===== src/rtl/note_tone_gen.sv =====
// note_tone_gen: plays a 50% duty square wave for note index 0..36 (55 Hz base, semitone steps); optional TONE_FREQ_ECHO_EN adds freq_out.
// Latency: tone starts high the cycle after accept; note changes and stops land on whole-period boundaries.
// Backpressure: note_ready low while stop is high, while stopping, or while a pending note waits for its boundary.
module note_tone_gen #(
    parameter int CLK_HZ      = 100000000,
    parameter int HP_W        = 24,
    parameter int TICK_CYCLES = 100000
) (
    input  logic        clk,
    input  logic        rst_n,
    input  logic        note_valid,
    output logic        note_ready,
    input  logic [5:0]  note_idx,
    input  logic [15:0] note_dur,
    input  logic        stop,
    output logic        tone_out,
    output logic        busy,
    output logic [3:0]  cur_note,
    output logic [5:0]  cur_idx,
`ifdef TONE_FREQ_ECHO_EN
    output logic [18:0] freq_out,
`endif
    output logic        note_err
);

    localparam int NOTES = 37;
    localparam int PW    = $clog2(TICK_CYCLES + 1);

    typedef logic [63:0] u64_t;

    // Hz x1000, floor(55000 * 2^(i/12))
    function automatic logic [18:0] freq_of(input int i);
        case (i)
            0:  freq_of = 19'd55000;   1:  freq_of = 19'd58270;   2:  freq_of = 19'd61735;
            3:  freq_of = 19'd65406;   4:  freq_of = 19'd69295;   5:  freq_of = 19'd73416;
            6:  freq_of = 19'd77781;   7:  freq_of = 19'd82406;   8:  freq_of = 19'd87307;
            9:  freq_of = 19'd92498;   10: freq_of = 19'd97998;   11: freq_of = 19'd103826;
            12: freq_of = 19'd110000;  13: freq_of = 19'd116540;  14: freq_of = 19'd123470;
            15: freq_of = 19'd130812;  16: freq_of = 19'd138591;  17: freq_of = 19'd146832;
            18: freq_of = 19'd155563;  19: freq_of = 19'd164813;  20: freq_of = 19'd174614;
            21: freq_of = 19'd184997;  22: freq_of = 19'd195997;  23: freq_of = 19'd207652;
            24: freq_of = 19'd220000;  25: freq_of = 19'd233081;  26: freq_of = 19'd246941;
            27: freq_of = 19'd261625;  28: freq_of = 19'd277182;  29: freq_of = 19'd293664;
            30: freq_of = 19'd311126;  31: freq_of = 19'd329627;  32: freq_of = 19'd349228;
            33: freq_of = 19'd369994;  34: freq_of = 19'd391995;  35: freq_of = 19'd415304;
            36: freq_of = 19'd440000;
            default: freq_of = 19'd0;
        endcase
    endfunction

    function automatic u64_t half_of(input int i);
        half_of = (u64_t'(CLK_HZ) * 64'd1000) / (64'd2 * u64_t'(freq_of(i)));
    endfunction

    function automatic logic [NOTES*HP_W-1:0] build_half();
        logic [NOTES*HP_W-1:0] t;
        t = '0;
        for (int i = 0; i < NOTES; i++) t[i*HP_W +: HP_W] = HP_W'(half_of(i));
        return t;
    endfunction

    function automatic bit half_fits();
        half_fits = 1'b1;
        for (int i = 0; i < NOTES; i++)
            if (half_of(i) >= (u64_t'(1) << HP_W)) half_fits = 1'b0;
    endfunction

    localparam logic [NOTES*HP_W-1:0] HALF_PK = build_half();

    if (!half_fits()) begin : g_hp_overflow
        $error("note_tone_gen: half-period table does not fit in HP_W bits");
    end

    function automatic logic [HP_W-1:0] hp_lut(input logic [5:0] i);
        hp_lut = HALF_PK[int'(i)*HP_W +: HP_W];
    endfunction

    function automatic logic [3:0] note_of(input logic [5:0] i);
        note_of = 4'(i % 6'd12);
    endfunction

    typedef enum logic [1:0] {IDLE, PLAY, STOPPING} state_t;

    state_t          state, state_nxt;
    logic [HP_W-1:0] hp, hc, pend_hp, sel_hp;
    logic [PW-1:0]   presc;
    logic [15:0]     dur_cnt, pend_dur, sel_dur;
    logic [5:0]      pend_idx, sel_idx;
    logic            dur_en, pend_vld;
    logic            accept, idx_ok, hc_wrap, bnd, tick, expire;
    logic            load_new, apply_pend, drop_pend;

    assign idx_ok  = (note_idx <= 6'd36);
    assign hc_wrap = (hc == hp - 1'b1);
    assign bnd     = (state != IDLE) && hc_wrap && !tone_out;
    assign tick    = (presc == PW'(TICK_CYCLES - 1));
    assign expire  = dur_en && tick && (dur_cnt == 16'd1);
    assign busy    = (state != IDLE);

    assign sel_idx = apply_pend ? pend_idx : note_idx;
    assign sel_hp  = apply_pend ? pend_hp  : hp_lut(note_idx);
    assign sel_dur = apply_pend ? pend_dur : note_dur;

    always_ff @(posedge clk or negedge rst_n) begin
        if (!rst_n) state <= IDLE;
        else        state <= state_nxt;
    end

    // An end request on the boundary itself closes playback there, so no extra period.
    always_comb begin
        state_nxt  = state;
        load_new   = 1'b0;
        apply_pend = 1'b0;
        drop_pend  = 1'b0;
        note_ready = !stop && (state == IDLE || (state == PLAY && !pend_vld));
        accept     = note_valid && note_ready;
        case (state)
            IDLE: begin
                if (accept && idx_ok) begin
                    state_nxt = PLAY;
                    load_new  = 1'b1;
                end
            end
            PLAY: begin
                if (bnd) begin
                    if (stop || expire) begin
                        state_nxt = IDLE;
                        drop_pend = 1'b1;
                    end else if (pend_vld) begin
                        apply_pend = 1'b1;
                    end
                end else if (stop || expire) begin
                    state_nxt = STOPPING;
                    drop_pend = 1'b1;
                end
            end
            STOPPING: begin
                if (bnd) state_nxt = IDLE;
            end
            default: state_nxt = IDLE;
        endcase
    end

    always_ff @(posedge clk or negedge rst_n) begin
        if (!rst_n) begin
            tone_out <= 1'b0;
            cur_note <= '0;
            cur_idx  <= '0;
            note_err <= 1'b0;
            hp       <= '0;
            hc       <= '0;
            presc    <= '0;
            dur_cnt  <= '0;
            dur_en   <= 1'b0;
        end else begin
            note_err <= accept && !idx_ok;
            if (load_new || apply_pend) begin
                hp       <= sel_hp;
                cur_idx  <= sel_idx;
                cur_note <= note_of(sel_idx);
                dur_cnt  <= sel_dur;
                dur_en   <= (sel_dur != 16'd0);
                presc    <= '0;
                hc       <= '0;
                tone_out <= 1'b1;
            end else if (state != IDLE) begin
                hc    <= hc_wrap ? '0 : hc + 1'b1;
                presc <= tick ? '0 : presc + 1'b1;
                if (hc_wrap) tone_out <= ~tone_out && (state_nxt != IDLE);
                if (tick && dur_cnt != 16'd0) dur_cnt <= dur_cnt - 1'b1;
            end
        end
    end

    always_ff @(posedge clk or negedge rst_n) begin
        if (!rst_n) begin
            pend_vld <= 1'b0;
            pend_idx <= '0;
            pend_hp  <= '0;
            pend_dur <= '0;
        end else if (drop_pend || apply_pend) begin
            pend_vld <= 1'b0;
        end else if (accept && idx_ok && state == PLAY) begin
            pend_vld <= 1'b1;
            pend_idx <= note_idx;
            pend_hp  <= hp_lut(note_idx);
            pend_dur <= note_dur;
        end
    end

`ifdef TONE_FREQ_ECHO_EN
    always_ff @(posedge clk or negedge rst_n) begin
        if (!rst_n)                       freq_out <= '0;
        else if (load_new || apply_pend)  freq_out <= freq_of(int'(sel_idx));
    end
`endif

endmodule


===== config.mk =====
export PLATFORM = sky130hd
export DESIGN_NAME = note_tone_gen
export DESIGN_NICKNAME = d
export VERILOG_FILES = /design/src/rtl/note_tone_gen.sv
export SDC_FILE = /design/constraint.sdc
export NUM_CORES = 1
export LEC_CHECK = 0
export ABC_CLOCK_PERIOD_IN_PS = 5700
export CORE_ASPECT_RATIO = 0.9
export CORE_UTILIZATION = 45
export CTS_BUF_LIST = sky130_fd_sc_hd__clkbuf_16
export DETAILED_ROUTE_END_ITERATION = 8
export SKIP_CTS_REPAIR_TIMING = 1
export SKIP_LAST_GASP = 1
export SYNTH_ARGS = -nofsm -noshare
export SYNTH_HDL_FRONTEND = slang
export SYNTH_SLANG_ARGS = --single-unit
export TNS_END_PERCENT = 30

===== constraint.sdc =====
create_clock -name clk -period 5.7 [get_ports clk]
set_input_delay 0.855 -clock clk [delete_from_list [all_inputs] [get_ports clk]]
set_output_delay 0.855 -clock clk [all_outputs]
set_load 0.005 [all_outputs]

## Word-level counts from Yosys, hierarchy flattened

Cells that the tools add are included.

| storage, ports and cells | value |
|---|---|
| flip-flop bits (word level) | 143 |

| operators by class | value |
|---|---|
| multipliers | 1 |
| reductions and logical operators | 32 |
| bitwise logic cells | 2 |
| multiplexer cells | 31 |
| add/subtract/negate cells | 4 |
| div/mod/pow operators | 1 |
| shifts and indexed selects | 1 |
| magnitude comparators | 1 |
| equality and inequality tests | 5 |

Operators by type and width:

| cell | count |
|---|---|
| $shiftx A888 B12 Y24 const A | 1 |
| $mux W24 | 4 |
| $mux W16 | 4 |
| $mux W17 | 3 |
| $reduce_bool A16 Y1 | 2 |
| $add A24 B1 Y24 const B | 1 |
| $eq A24 B24 Y1 | 1 |
| $sub A24 B1 Y24 const B | 1 |
| $add A17 B1 Y17 const B | 1 |
| $eq A17 B17 Y1 const B | 1 |
| $eq A16 B1 Y1 const B | 1 |
| $sub A16 B1 Y16 const B | 1 |
| $mux W1 | 13 |
| $logic_and A1 B1 Y1 | 12 |
| $reduce_bool A2 Y1 | 6 |
| $mux W2 | 5 |
| $mul A6 B2 Y8 const B | 1 |
| $le A6 B6 Y1 const B | 1 |
| $mod A6 B4 Y6 const B | 1 |
| $mux W6 | 1 |
| $pmux W2 S3 | 1 |
| $reduce_and A2 Y1 | 3 |
| $logic_not A1 Y1 | 4 |
| $logic_or A1 B1 Y1 | 4 |
| other kinds (4) | 5 |

## Longest topological paths before layout

Gate-level depths: netlist of the first run.

| depth | value |
|---|---|
| depth after elaboration | 13 |
| mapped depth | 19 |
| gate-level depth less buffers | 18 |

## Worst setup path before layout of the first run

OpenSTA, ideal clock, no wires.

| timing | value |
|---|---|
| kind | reg-to-reg |
| start point | reg hp[0] |
| end point | reg cur_note[3] |
| path buffers | 0 |
| arrival | 4727 ps |
| cell stages (with the launch flop) | 18 |
| slack | 849 ps |
| data required time | 5576 ps |
| cell sequence | dfrtp_1 > inv_1 > ha_1 > nor3b_4 > xnor2_1 > o31ai_1 > o21ai_0 > or4_1 > or4b_4 > nor4b_4 > o21ai_0 > ha_1 > mux2i_2 > mux2_2 > ha_1 > a311oi_1 > o21ai_0 > a211o_1 |

| between the ends | value |
|---|---|
| cells in the longest elaborated chain, start to end | 8 |

Ends and longest elaborated chain:

| item | RTL line | RTL |
|---|---|---|
| from (decl) | 85 | `logic [HP_W-1:0] hp, hc, pend_hp, sel_hp;` |
| from (signal assigned) | 158 | `hp <= sel_hp;` |
| $sub A24 B1 Y24 | 94 | `assign hc_wrap = (hc == hp - 1'b1);` |
| $eq A24 B24 Y1 | 94 |  |
| $logic_and A1 B1 Y1 (2 in a row) | 95 | `assign bnd = (state != IDLE) && hc_wrap && !tone_out;` |
| $mux W1 | 125 | `if (bnd) begin` |
| $mux W1 | 117 | `case (state)` |
| $mux W6 | 100 | `assign sel_idx = apply_pend ? pend_idx : note_idx;` |
| net sel_idx[4] | 88 | `logic [5:0] pend_idx, sel_idx;` |
| $mod A6 B4 Y6 | 79 | `note_of = 4'(i % 6'd12);` |
| to (signal assigned) | 160 | `cur_note <= note_of(sel_idx);` |
| to (decl) | 18 | `output logic [3:0] cur_note,` |

The timed path passes the listed nets, and every way through them passes these cells.
A chain may end at the register's enable or synchronous reset.

## Worst setup path in the final report of the first run

Ends and elaborated chain as after synthesis.

==> results of run 1 <==
## metrics by stage
stage	instances	hold slack [ps]	total power (µW)	setup WS, ps	TNS (ps)
2_1_floorplan	1033	449.7	2585	849.1	0
5_1_grt	1313	501.9	4466	-14.23	-14.23
3_3_place_gp	1278	461.8	3046	445.7	0
6_report	1313	483.2	4162	336.8	0
4_1_cts	1310	484.4	4153	256.7	0
3_5_place_dp	1278	470.8	3064	290.3	0
## power by group through the flow
stage	logic (µW)	registers, µW	clock network (µW)
after floorplan	1070	1510	0
after global placement	1440	1610	0
after detailed placement	1450	1610	0
after CTS	1460	1600	1090
after global routing	1680	1650	1140
final	1480	1610	1070
## final timing paths
path | cells past startpoint | to | startpoint | slack (ps)
min | 2 | pend_hp[7] | pend_hp[7] | 480
max in group asynchronous | 2 | dur_cnt[9] | rst_n | 4060
min reg2reg | 2 | pend_hp[7] | pend_hp[7] | 480
max reg2reg | 17 | cur_note[3] | hp[0] | 340
max | 17 | cur_note[3] | hp[0] | 340
min in group asynchronous | 1 | hc[5] | rst_n | 500
## layout by cell type (no fill, tap or decap), types with 19 or more instances in the layout
| cell type | Yosys | routed |
|---|---|---|
| nand2_1 | 156 | 156 |
| dfrtp_1 | 134 | 134 |
| nor2_1 | 127 | 125 |
| o21ai_0 | 125 | 125 |
| a21oi_1 | 57 | 57 |
| clkdlybuf4s50_1 | 0 | 38 |
| nand3_1 | 35 | 34 |
| xor2_1 | 34 | 34 |
| nor3_1 | 26 | 26 |
| buf_4 | 2 | 22 |
| xnor2_1 | 21 | 21 |
| and3_1 | 19 | 19 |
## cell families after synthesis
family / Yosys count / share of synthesized area (%)
AO/OA/AOI/OAI: 270 / 19.45
multiplexers: 14 / 2.072
AND/OR/NAND/NOR: 464 / 26.41
XOR/XNOR: 56 / 6.007
flip-flops: 134 / 39.95
buffers and inverters: 78 / 3.577
adder cells (fa/ha/maj): 17 / 2.534
## area by class of cell
| type | count | area (µm²) |
|---|---|---|
| flip-flops and latches | 134 | 3353 |
| clock buffers | 17 | 425.4 |
| clock inverters | 15 | 146.4 |
| repair buffers | 62 | 576.8 |
| fillers | 1787 | 8711 |
| well taps | 245 | 306.5 |
| multi-input cells | 821 | 4757 |
| inverters | 19 | 71.32 |
## routing by layer
metal,global-route usage (%),vias to the layer above,wire length [µm]
met1,37.84,3627,11990
li1,-,3733,-
met5,0,-,0
met2,35.38,173,9581
met3,4.653,27,887
met4,6.550,0,324
## flip-flops by register name, summed over array words and instances (netlist names), 2 cells and up
register and cells:
state 2, dur_cnt 16, cur_note 4, pend_idx 6, hc 24, hp 21
pend_hp 20, presc 17, cur_idx 4, pend_dur 16
## worst min-delay path, delay by kind of cell (launching register included)
family / cells / cell delay, ps
and+or+nand+nor: 1 / 50
DFF: 1 / 340
AOI/OAI and AO/OA: 1 / 60
## synth_stat cells, types with 6 or more instances
master,instances
a211oi_1,8
a21oi_1,57
a221o_1,18
a31oi_1,9
and3_1,19
clkbuf_1,54
dfrtp_1,134
ha_1,17
inv_1,15
mux2i_1,7
nand2_1,156
nand2b_1,16
nand3_1,35
nand4_1,17
nor2_1,127
nor2b_1,8
nor3_1,26
nor4_1,15
o211ai_1,7
o21ai_0,125
o22ai_1,6
or3_1,7
or4_1,7
xnor2_1,21
xor2_1,34
==> results.sh, run 1 <==
export IMPL_syn_nets=1076
export IMPL_cts_root_buffer="clkbuf_16"
export IMPL_hold_class="register to register"
export IMPL_end_kind="register"
export IMPL_io_pin_count=40
export IMPL_drtAntennaViolNets=0
export IMPL_clk_latency_ps=430
export IMPL_p_leak_uw=0.004121
export IMPL_die_h_um=131.6
export IMPL_synth_flop_cell="dfrtp_1"
export IMPL_final_core_util_pct=52.52
export IMPL_period_share_pct=94.09
export IMPL_status="complete, but fails checks"
export IMPL_syn2layout_area_growth_pct=14.80
export IMPL_viasPerCell=5.758
export IMPL_synth_edf_count=0
export IMPL_synthArstFlopShare_pct=100.0
export IMPL_hpwl_um=15630
export IMPL_drv_cap=0
export IMPL_place_area_um2=9024
export IMPL_synth_yosys_warnings=0
export IMPL_cp_required_ps=6010
export IMPL_yosys_area_top_type_share_pct=39.95
export IMPL_grt_overflow=0
export IMPL_netlist_area_um2=8394
export IMPL_final_area_um2=9637
export IMPL_nNetsFinal=1098
export IMPL_layout_drive_gt1_share_pct=7.303
export IMPL_synth_cell_types=68
export IMPL_synth_seq_area_share_pct=39.95
export IMPL_finalWirelength_um=22780
export IMPL_die_area_um2=19200
export IMPL_cts_sinks=134
export IMPL_slowest_stage="or4b_4"
export IMPL_setup_worst_path_class="register to register"
export IMPL_h_tree_depth=4
export IMPL_grt_pass1_wl_um=38010
export IMPL_die_w_um=146.0
export IMPL_tightest_slew_ps=932.2
export IMPL_cts_buffers=17
export IMPL_syn_inst=1033
export IMPL_grt_max_degree=87
export IMPL_core_area_um2=18350
export IMPL_tritoncts="done"
export IMPL_p_int_uw=2555
export IMPL_track_usage_pct=24.77
export IMPL_hold_viol=0
export IMPL_antennaDiodeCount=0
export IMPL_synthTopCellsByArea="dfrtp_1 (40%), o21ai_0 (7.5%), nand2_1 (7.0%)"
export IMPL_critical_path_buf_inv_count=1
export IMPL_fin_skew_ps=13.54
export IMPL_drtPass1Iterations=7
export IMPL_worstPathCellList="inv_1 -> ha_1 -> nor3b_4 -> xnor2_1 -> o31ai_1 -> o21ai_0 -> or4_1 -> or4b_4 -> nor4b_4 -> o21ai_0 -> ha_1 -> mux2i_2 -> mux2_2 -> ha_1 -> a311oi_2 -> o21ai_0 -> a211o_1"
export IMPL_start_util_pct=45.75
export IMPL_io_buffers=39
export IMPL_syn_area_per_cell_um2=8.126
export IMPL_slew_headroom_pct=37.70
export IMPL_critPathTopFamily="simple AND/OR/NAND/NOR gates"
export IMPL_p_clk_share_pct=25.8
export IMPL_failed_checks="DRC"
export IMPL_crit_arrival_ps=5670
export IMPL_path_max_fanout=13
export IMPL_comb_power_share_pct=35.7
export IMPL_maxSlewViolCount=0
export IMPL_drc=2
export IMPL_vias=7560
export IMPL_grt_pass1_vias=7078
export IMPL_first_iter_violations=430
export IMPL_layout_min_cycle_time_ps=5363
export IMPL_synth_largest_area_cell="dfrtp_1"
export IMPL_p_per_area_nw_per_um2=431.9
export IMPL_startpoint_type="register"
export IMPL_irDropWorstVdd_v=0.0002371
export IMPL_antenna_found_initial=0
export IMPL_setup_viol=0
export IMPL_p_seq_share_pct=38.6
export IMPL_clkTransAtPathRegs_ps=60
export IMPL_cts_buffer_depth=2
export IMPL_max_freq_ghz=0.1865
export IMPL_swShare_pct=38.61
export IMPL_p_switching_uw=1607
export IMPL_wire_per_inst_um=17.35
export IMPL_fp_row_count=47
export IMPL_synth_seq_cells=134
export IMPL_gp_congestion=0.9122
export IMPL_slowest_delay_ps=620
Note: power is estimated with default switching activity, not from simulation.
==> run 2, diff against run 1 <==
- HOLD_SLACK_MARGIN: default -> 0.12
==> results of run 2 <==
Final layout, timing and power as in run 1 (identical DEF).
